--- config.mk ---
export PLATFORM = sky130hd
export DESIGN_NAME = ps2_dma_ctrl
export DESIGN_NICKNAME = d
export VERILOG_FILES = /design/src/rtl/ps2_dma_pkg.sv /design/src/rtl/ps2_dma_addr_gen.sv /design/src/rtl/ps2_dma_ctrl.sv
export SDC_FILE = /design/constraint.sdc
export NUM_CORES = 1
export LEC_CHECK = 0
export BUFFER_PORTS_ARGS = -buffer_cell sky130_fd_sc_hd__buf_2
export CORE_AREA = 4 4 82 84
export DETAILED_ROUTE_END_ITERATION = 8
export DIE_AREA = 0 0 86 88
export PLACE_DENSITY = 0.82
export SLEW_MARGIN = 20
export SYNTH_ARGS = -nofsm -noshare
export SYNTH_HDL_FRONTEND = slang
export SYNTH_HIERARCHICAL = 1
export SYNTH_SLANG_ARGS = --single-unit
--- constraint.sdc ---
create_clock -name clk -period 3.5 [get_ports clk]
set_input_delay 0.35 -clock clk [delete_from_list [all_inputs] [get_ports clk]]
set_output_delay 0.35 -clock clk [all_outputs]
set_load 0.05 [all_outputs]
--- src/rtl/ps2_dma_pkg.sv ---
// Shared types and constants for the PS/2 keystroke-buffer to memory controller.
package ps2_dma_pkg;

    typedef enum logic [1:0] {
        IDLE  = 2'd0,
        LATCH = 2'd1,
        WRITE = 2'd2
    } state_t;

    localparam int OVERRUN_MAX = 255;
    localparam int WORD_W      = 32;

endpackage

--- src/rtl/ps2_dma_addr_gen.sv ---
// Circular write-address register over BASE_ADDR .. BASE_ADDR+DEPTH-1.
module ps2_dma_addr_gen #(
    parameter int ADDR_W    = 10,
    parameter int BASE_ADDR = 0,
    parameter int DEPTH     = 16
) (
    input  logic              clk,
    input  logic              reset,
    input  logic              advance,
    output logic [ADDR_W-1:0] addr,
    output logic              at_last
);

    localparam logic [ADDR_W-1:0] FIRST_ADDR = ADDR_W'(BASE_ADDR);
    localparam logic [ADDR_W-1:0] LAST_ADDR  = ADDR_W'(BASE_ADDR + DEPTH - 1);

    assign at_last = (addr == LAST_ADDR);

    always_ff @(posedge clk or posedge reset) begin
        if (reset) begin
            addr <= FIRST_ADDR;
        end else if (advance) begin
            addr <= at_last ? FIRST_ADDR : addr + 1'b1;
        end
    end

endmodule

--- src/rtl/ps2_dma_ctrl.sv ---
// PS/2 buffer word mover: latch, clear buffer, write to circular memory region.
// Optional dropped-word counter enabled by defining PS2DMA_OVERRUN_EN.
//
// state | meaning
// IDLE  | waiting for a word_valid rising edge while enabled
// LATCH | one cycle: buf_clear pulsed, word captured, timeout loaded
// WRITE | mem_req held until ack or timeout
module ps2_dma_ctrl
    import ps2_dma_pkg::*;
#(
    parameter int ADDR_W      = 10,
    parameter int BASE_ADDR   = 0,
    parameter int DEPTH       = 16,
    parameter int TIMEOUT_CYC = 255
) (
    input  logic              clk,
    input  logic              reset,
    input  logic              enable,
    input  logic              word_valid,
    input  logic [WORD_W-1:0] word_in,
    output logic              buf_clear,
    output logic              mem_req,
    output logic [ADDR_W-1:0] mem_addr,
    output logic [WORD_W-1:0] mem_wdata,
    input  logic              mem_ack,
    output logic              busy,
    output logic              wrap_irq,
    output logic              err,
`ifdef PS2DMA_OVERRUN_EN
    output logic [7:0]        overrun_cnt,
`endif
    output logic [15:0]       wr_count
);

    // Counter is loaded with TIMEOUT_CYC-1 so terminal count 0 lands on the last req cycle.
    localparam int              TMR_W    = (TIMEOUT_CYC > 1) ? $clog2(TIMEOUT_CYC) : 1;
    localparam logic [TMR_W-1:0] TMR_LOAD = TMR_W'(TIMEOUT_CYC - 1);

    state_t           state;
    logic             wv_q;
    logic             start;
    logic             ack;
    logic             at_last;
    logic [TMR_W-1:0] tmr;

    assign start = word_valid & ~wv_q;
    assign ack   = mem_req & mem_ack;

    ps2_dma_addr_gen #(
        .ADDR_W    (ADDR_W),
        .BASE_ADDR (BASE_ADDR),
        .DEPTH     (DEPTH)
    ) u_addr_gen (
        .clk     (clk),
        .reset   (reset),
        .advance (ack),
        .addr    (mem_addr),
        .at_last (at_last)
    );

    always_ff @(posedge clk or posedge reset) begin
        if (reset) begin
            state     <= IDLE;
            wv_q      <= 1'b0;
            buf_clear <= 1'b0;
            mem_req   <= 1'b0;
            mem_wdata <= '0;
            busy      <= 1'b0;
            wrap_irq  <= 1'b0;
            err       <= 1'b0;
            wr_count  <= '0;
            tmr       <= '0;
        end else begin
            wv_q      <= word_valid;
            buf_clear <= 1'b0;
            wrap_irq  <= 1'b0;
            case (state)
                IDLE: begin
                    if (start && enable) begin
                        state     <= LATCH;
                        buf_clear <= 1'b1;
                        busy      <= 1'b1;
                    end
                end
                LATCH: begin
                    state     <= WRITE;
                    mem_wdata <= word_in;
                    mem_req   <= 1'b1;
                    tmr       <= TMR_LOAD;
                end
                WRITE: begin
                    if (mem_ack) begin
                        state    <= IDLE;
                        mem_req  <= 1'b0;
                        busy     <= 1'b0;
                        wr_count <= wr_count + 16'd1;
                        wrap_irq <= at_last;
                    end else if (tmr == '0) begin
                        state   <= IDLE;
                        mem_req <= 1'b0;
                        busy    <= 1'b0;
                        err     <= 1'b1;
                    end else begin
                        tmr <= tmr - 1'b1;
                    end
                end
                default: begin
                    state   <= IDLE;
                    mem_req <= 1'b0;
                    busy    <= 1'b0;
                end
            endcase
        end
    end

`ifdef PS2DMA_OVERRUN_EN
    always_ff @(posedge clk or posedge reset) begin
        if (reset) begin
            overrun_cnt <= '0;
        end else if (start && (state != IDLE) && (overrun_cnt != 8'(OVERRUN_MAX))) begin
            overrun_cnt <= overrun_cnt + 8'd1;
        end
    end
`endif

endmodule

==> out/results.txt, run 1 <==
# rows = 28
CP max FO = 12
dpl ws = 1690 ps
fraction of registers with async set/reset = 1.00
period utilisation layout = 0.525
crit-path max cell delay = 570 ps
drt drc = 0
Critical Path Start = state[0]$_DFFE_PP0P_
Top FF cell, synth = dfrtp_1
clk sink count = 74
Root Buffer = clkbuf_8
Final setup viols = 0
Data arrival, critical path = 2100 ps
post-synthesis cell area = 3160 um2
register bit total from synthesis = 74
GP Congestion = 0.801
final hold violation count = 0
Comb pwr share = 0.381
1st-pass router iterations = 4
fmax = 0.545 GHz
Slew Viols, Final = 0
Clock Latency Late Sink = 330 ps
yosys warns = 6
CP Class = reg -> reg
CTS Buf Count = 9
GRT Total Usage = 0.186
Post-synth EDFFs = 0
relative slew slack = 0.436
via count = 2522
unrepaired setup endpoints after global routing = false
crit-path cells = nand4b_1, or4_4, nor3_2, xor2_1
Yosys cell types = 41
Layout area overhead = 24.0%
final setup TNS = 0 ps
sequential-to-total area share from yosys stat = 0.585
Final Net Count = 461
Worst Hold Launch = word_valid
actual slew at the worst max-slew pin = 845 ps
Storage cell area = 1850 um2
Cells after Synth = 318
internal power = 0.00162 W
# IOs = 100
Hold WC Path Type = in -> reg
CP required = 3760 ps
Worst Skew = 5.41 ps
Reg power frac = 0.408
WL final = 6570 um
post-route antenna net violation count = 0
minimum clock period = 1840 ps
TritonCTS clock tree = done
outcome = completed
Die Ht = 88 um
die area = 7570 um2
diode count = 0
CP Capture Type = flop
Die W = 86 um
Worst-path clk slew = 80 ps
H-tree depth = 3
PortBufs = 99
initial antenna violation count = 0
power per cell area = 743 nW/um2
Switching Share = 0.446
Tot Pwr = 0.00291 W
dpl hpwl = 4780 um
initial drt markers = 136
global-route wire length before repair = 11200 um
largest net degree at the start of global routing = 43
Worst Setup Start Kind = flop
VDD IR max = 0.534 mV
total grt overflow = 0
Initial Util = 0.534
clock network fraction of total power = 0.211
vias in the first global route = 2542
CP max stage cell = or4_4
Clock Tree Buf Depth = 2
Filler cells = 479
vias per cell = 5.05
Core Footprint = 5920 um2
net count after synthesis = 359
Pleak = 2.08 nW
reg2reg start = state[0]$_DFFE_PP0P_
Wirelength per Cell = 13.2 um
Net Switching = 0.00130 W
Synth Area per Inst = 9.95 um2
Final WS setup = 1660 ps
share of cells above drive strength 1 = 0.309
combined area of the multi-input logic cells = 1240 um2
Max-cap violations = 0
[power by group through the flow]
stage	combinational (W)	clock, W	sequential [W]
after detailed placement	0.00112	0	0.00120
after global placement	0.00109	0	0.00120
after global routing	0.00119	0.000674	0.00122
final	0.00111	0.000616	0.00119
after floorplan	0.000270	0	0.00176
after CTS	0.00112	0.000638	0.00119
[per-layer routing]
| metal | global-route usage | part of all wire | vias to the layer above |
|---|---|---|---|
| met1 | 0.235 | 0.44 | 1181 |
| li1 | - | - | 1245 |
| met5 | 0 | 0 | - |
| met4 | 0.0791 | 0.018 | 0 |
| met2 | 0.302 | 0.47 | 84 |
| met3 | 0.0508 | 0.075 | 12 |
[registers in the layout, summed over array words and instances, names as in the netlist]
name	flops
buf_clear	1
wr_count	16
mem_wdata	32
tmr	8
u_addr_gen/addr	10
wv_q	1
err	1
state	2
wrap_irq	1
busy	1
mem_req	1
[stage by stage]
| stage | instance area (um2) | cells | hold WS (ps) | utilization |
|---|---|---|---|---|
| finish | 3920 | 499 | 139 | 0.663 |
| global route | 3920 | 499 | 117 | 0.663 |
| CTS | 3920 | 499 | 119 | 0.663 |
| detailed placement | 3730 | 483 | 361 | 0.630 |
| global placement | 3720 | 483 | 352 | 0.629 |
| floorplan | 3160 | 318 | 190 | - |
[final cells by class]
class,count,area share
Clock buffer,9,0.0316
Clock inverter,6,0.0150
Tap cell,75,0.0239
Inverter,9,0.00861
Timing Repair Buffer,102,0.133
Multi-Input combinational cell,224,0.316
Sequential cell,74,0.472
[worst paths after layout]
check,end,slack (ps),cells past startpoint
setup / recovery,wr_count[13]$_DFFE_PP0N_,1660,4
hold / removal,wv_q$_DFF_PP0_,140,1
setup reg to reg,wr_count[13]$_DFFE_PP0N_,1660,4
hold reg to reg,err$_DFFE_PP0P_,460,1
max in group asynchronous,mem_wdata[10]$_DFFE_PP0P_,1960,4
min in group asynchronous,u_addr_gen/addr[7]$_DFFE_PP0P_,550,3
[what timing repair did]
item / 4_1_cts / 5_1_grt
resized for setup: 0 / 0
buffers inserted: 0 / 0
endpoints found under the hold margin: 4 / 0
hold buffers: 1 / 0
[worst max-delay path, delay by kind of cell (launching register included)]
family	cells	cell delay (ps)
xor+xnor	1	150
flops	1	500
simple gates	3	1110
[cells by family (layout without fill, tap and decap cells)]
logic type | count (synthesis) | count (layout) | synth area share
buffers and inverters | 20 | 126 | 0.0253
XOR/XNOR | 22 | 22 | 0.0609
AO/OA/AOI/OAI | 18 | 18 | 0.0435
AND/OR/NAND/NOR | 177 | 177 | 0.259
multiplexers | 3 | 3 | 0.00989
flip-flops | 74 | 74 | 0.585
adder cells (fa/ha/maj) | 4 | 4 | 0.0158
[cells in the mapped netlist (all sizes together) (2+ instances only)]
library cell | number | area [um2]
nor4 | 4 | 25.0
nand4 | 6 | 37.5
ha | 4 | 50.1
o31ai | 3 | 36.3
clkbuf | 9 | 33.8
nand2 | 117 | 439
nand3 | 9 | 45.0
dfrtp | 74 | 1850
and3 | 3 | 20.0
a21oi | 3 | 15.0
xor2 | 9 | 78.8
or2 | 3 | 18.8
nor3 | 5 | 41.3
xnor2 | 13 | 114
o211ai | 3 | 22.5
and2 | 2 | 12.5
o21ai | 5 | 25.0
inv | 9 | 33.8
buf | 2 | 12.5
and4 | 2 | 17.5
nand2b | 4 | 25.0
nor2 | 12 | 45.0
mux2i | 2 | 20.0
or4 | 4 | 41.3
[cells in the final DEF (no fill, tap or decap), types with 3 or more instances in the layout]
cell        n
clkinv_2    4
nor2_1     12
o211ai_1    3
nor4_1      4
o21ai_0     5
xnor2_1    13
nand2b_1    4
dfrtp_1    74
xor2_1      9
inv_1       8
or2_2       3
or4_4       3
nand4_1     6
a21oi_1     3
nand2_1   117
nand3_1     9
nor3_1      3
clkbuf_8    9
buf_2      99
ha_1        4
Note: power is estimated with default switching activity, not from simulation.
==> inputs of run 2 (changes only) <==
Settings changed: ABC_AREA from default to 1, CORE_AREA 4 4 82 84 to 4 4 91 93, DIE_AREA 0 0 86 88 to 0 0 95 97, PLACE_DENSITY 0.82 to 0.75.
Clock period 3.5 ns to 1.61 ns, I/O delays scaled along.
==> run 2 against run 1 <==
Effect of this change:
- clock skew grew 7.2 ps
- utilization shrank 8.7 points
- largest cell class unchanged
- highest routed layer unchanged
- sequential share of layout area shrank 4.4 points
- synthesized cell count grew 7.9%
- area after synthesis grew 9.6%
==> out/results.txt, run 2 <==
post-synth top area cell = dfrtp_1 (unchanged)
vias per cell = 4.72 (was 5.05)
register bit total from synthesis = 74 (unchanged)
final hold violation count = 0 (unchanged)
reg2reg start = tmr[1]$_DFFE_PP0P_ (was state[0]$_DFFE_PP0P_)
Wirelength per Cell = 12.4 um (was 13.2 um)
Cells after Synth = 343 (was 318)
fraction of registers with async set/reset = 1.00 (unchanged)
Final setup viols = 0 (unchanged)
Worst-path clk slew = 70 ps (was 80 ps)
VDD IR max = 0.808 mV (was 0.534 mV)
R2R setup slack = 110 ps (was 1660 ps)
non-filler cells in the finished layout = 562 (was 499)
Placed Instances = 544 (was 483)
Post-synth top cells = dfrtp_1 (74), nand2_1 (73), inv_1 (30), nor2_1 (30), nand3_1 (24) (was nand2_1 (117), dfrtp_1 (74), xnor2_1 (13), nor2_1 (12))
clk sink count = 74 (unchanged)
via count = 2655 (was 2522)
Worst Setup Start Kind = flop (unchanged)
dpl hpwl = 5200 um (was 4780 um)
Post-Layout Inst Area = 4330 um2 (was 3920 um2)
Hold WC Path Type = in -> reg (unchanged)
Die W = 95 um (was 86 um)
initial drt markers = 123 (was 136)
GRT Total Usage = 0.159 (was 0.186)
net count after synthesis = 384 (was 359)
Reg power frac = 0.387 (was 0.408)
CP max stage cell = dfrtp_1 (was or4_4)
die area = 9220 um2 (was 7570 um2)
placed instance area = 4100 um2 (was 3730 um2)
hold path endpoint = mem_wdata[13]$_DFFE_PP0P_ (was wv_q$_DFF_PP0_)
family with the most delay on the worst path = simple AND/OR/NAND/NOR gates (unchanged)
Final Net Count = 496 (was 461)
CP max FO = 12 (unchanged)
# rows = 32 (was 28)
unrepaired setup endpoints after global routing = false (unchanged)
global-route wire length before repair = 11800 um (was 11200 um)
fmax = 0.666 GHz (was 0.545 GHz)
Yosys cell types = 31 (was 41)
Post-synth EDFFs = 0 (unchanged)
Max-cap violations = 0 (unchanged)
Worst Skew = 12.7 ps (was 5.41 ps)
most frequent cell after synthesis = dfrtp_1 (was nand2_1)
period utilisation layout = 0.932 (was 0.525)
Initial Util = 0.461 (was 0.534)
GP Congestion = 0.880 (was 0.801)
Buf/Inv on CP = 1 (was 0)
initial antenna violation count = 0 (unchanged)
biggest regs = mem_wdata (32), wr_count (16), u_addr_gen/addr (10) (unchanged)
H-tree depth = 3 (unchanged)
Slew Viols, Final = 0 (unchanged)
final setup TNS = 0 ps (unchanged)
post-synthesis cell area = 3470 um2 (was 3160 um2)
GRT busiest layer = met2 (unchanged)
WL final = 6950 um (was 6570 um)
met2 GRT Util = 0.259 (was 0.302)
# IOs = 100 (unchanged)
Synth area leaders = dfrtp_1 (53%), nand2_1 (7.9%), mux2_2 (5.5%) (was dfrtp_1 (59%), nand2_1 (14%), xnor2_1 (3.6%))
diode count = 0 (unchanged)
largest net degree at the start of global routing = 50 (was 43)
GRT met1 Usage = 0.204 (was 0.235)
outcome = completed (unchanged)
CP Capture Type = flop (unchanged)
Worst R2R End = tmr[5]$_DFFE_PP0P_ (was wr_count[13]$_DFFE_PP0N_)
minimum clock period = 1500 ps (was 1840 ps)
Reg2Reg Depth = 7 (was 4)
worst hold path depth = 2 (was 1)
M3 GR Usage = 0.0311 (was 0.0508)
Switching Share = 0.443 (was 0.446)
total grt overflow = 0 (unchanged)
TritonCTS clock tree = done (unchanged)
Clock Latency Late Sink = 330 ps (about the same)
Largest register FFs = 32 (unchanged)
commonest non-fill, non-tap cell in the layout = buf_2 (was nand2_1)
most frequent cells in the layout = buf_2 (99), nand2_1 (73), dfrtp_1 (72), nor2_1 (30), inv_1 (29) (was nand2_1 (117), buf_2 (99), dfrtp_1 (74), xnor2_1 (13), nor2_1 (12))
top cell type's share of synthesized area = 0.534 (was 0.585)
Post-CTS Setup Inserts = 0 (unchanged)
Synth Area per Inst = 10.1 um2 (was 9.95 um2)
vias in the first global route = 2665 (was 2542)
CTS Buf Count = 9 (unchanged)
clock network fraction of total power = 0.212 (was 0.211)
1st-pass router iterations = 4 (unchanged)
sequential-to-total area share from yosys stat = 0.534 (was 0.585)
CP Class = reg -> reg (unchanged)
Comb pwr share = 0.401 (was 0.381)
Worst Hold Launch = word_in[13] (was word_valid)
Filler cells = 710 (was 479)
relative slew slack = 0.741 (was 0.436)
Pleak = 2.15 nW (was 2.08 nW)
drt drc = 0 (unchanged)
Core Footprint = 7530 um2 (was 5920 um2)
post-route antenna net violation count = 0 (unchanged)
share of cells above drive strength 1 = 0.367 (was 0.309)
yosys warns = 6 (unchanged)
power per cell area = 1600 nW/um2 (was 743 nW/um2)
Root Buffer = clkbuf_8 (unchanged)
Top FF cell, synth = dfrtp_1 (unchanged)
Data arrival, critical path = 1720 ps (was 2100 ps)
crit-path cells = inv_1, ha_1, nand3_1, o21ai_4, nand2_4, nand2_1, o21ai_2 (was nand4b_1, or4_4, nor3_2, xor2_1)
Die Ht = 97 um (was 88 um)
internal power = 0.00385 W (was 0.00162 W)
Layout area overhead = 24.9% (was 24.0%)
Most flops, register = mem_wdata (unchanged)
Clock Tree Buf Depth = 2 (unchanged)
PortBufs = 99 (unchanged)
CP required = 1830 ps (was 3760 ps)
actual slew at the worst max-slew pin = 388 ps (was 845 ps)
Net Switching = 0.00307 W (was 0.00130 W)
crit-path max cell delay = 390 ps (was 570 ps)
run 2: cell count changes after synthesis, moves of 15 or more:
cell / before / now
nor2_1: 12 / 30
nand3_1: 9 / 24
mux2_2: 1 / 17
mux2_1: 0 / 15
inv_1: 9 / 30
nand2_1: 117 / 73
run 2: worst reg2reg max path, cell delays in order, from the launching register on:
cell and delay [ps]:
dfrtp_1 390, inv_1 120, ha_1 170, nand3_1 150, o21ai_4 240, nand2_4 160
nand2_1 120, o21ai_2 50
run 2: timing repair:
item,CTS,global route
resized for setup,0,0
hold buffers,2,0
hold endpoints to repair,26,0
run 2: layout make-up:
type,instances,area (um2),share of cell area
clock buffer,12,155,0.0358
clock inverter,4,50.0,0.0116
inverter,34,131,0.0303
multi-input combinational,229,1430,0.329
sequential,74,1850,0.428
tap,102,128,0.0295
timing repair buffer,107,586,0.135
run 2: worst max path at each step:
stage,startpoint,end,depth (start not counted)
floorplan,wr_count[2]$_DFFE_PP0N_,wr_count[10]$_DFFE_PP0N_,6
global placement,tmr[1]$_DFFE_PP0P_,tmr[5]$_DFFE_PP0P_,7
detailed placement,tmr[1]$_DFFE_PP0P_,tmr[5]$_DFFE_PP0P_,7
CTS,tmr[1]$_DFFE_PP0P_,tmr[5]$_DFFE_PP0P_,7
global route,tmr[1]$_DFFE_PP0P_,tmr[6]$_DFFE_PP0P_,7
finish,tmr[1]$_DFFE_PP0P_,tmr[5]$_DFFE_PP0P_,7
run 2: logic make-up after synthesis:
kind of cell    count (synthesis)  synth area share
fa+ha+maj                       4            0.0144
flops                          74             0.534
buf+inv                        40            0.0549
simple gates                  155             0.207
mux                            32             0.104
compound gates                 20            0.0401
xor+xnor                       18            0.0455
run 2: power by group through the flow:
stage / clock (W) / sequential (W) / combinational, W
floorplan: 0 / 0.00398 / 0.000836
global placement: 0 / 0.00269 / 0.00274
detailed placement: 0 / 0.00271 / 0.00280
CTS: 0.00152 / 0.00268 / 0.00281
global route: 0.00159 / 0.00275 / 0.00297
finish: 0.00147 / 0.00267 / 0.00278
run 2: routing by layer:
| metal | vias to the layer above | share of wire | routed length (um) |
|---|---|---|---|
| met3 | 6 | 0.044 | 305 |
| met2 | 61 | 0.50 | 3460 |
| li1 | 1322 | - | - |
| met1 | 1266 | 0.44 | 3080 |
| met5 | - | 0 | 0 |
| met4 | 0 | 0.014 | 99 |
run 2: through the flow:
step,util,power [W],setup WS [ps],hold slack (ps)
2_1_floorplan,-,0.00482,105,1.18
3_3_place_gp,0.545,0.00543,204,169
3_5_place_dp,0.545,0.00551,112,185
4_1_cts,0.575,0.00701,98.0,15.2
5_1_grt,0.575,0.00731,28.0,20.8
6_report,0.575,0.00692,109,39.5
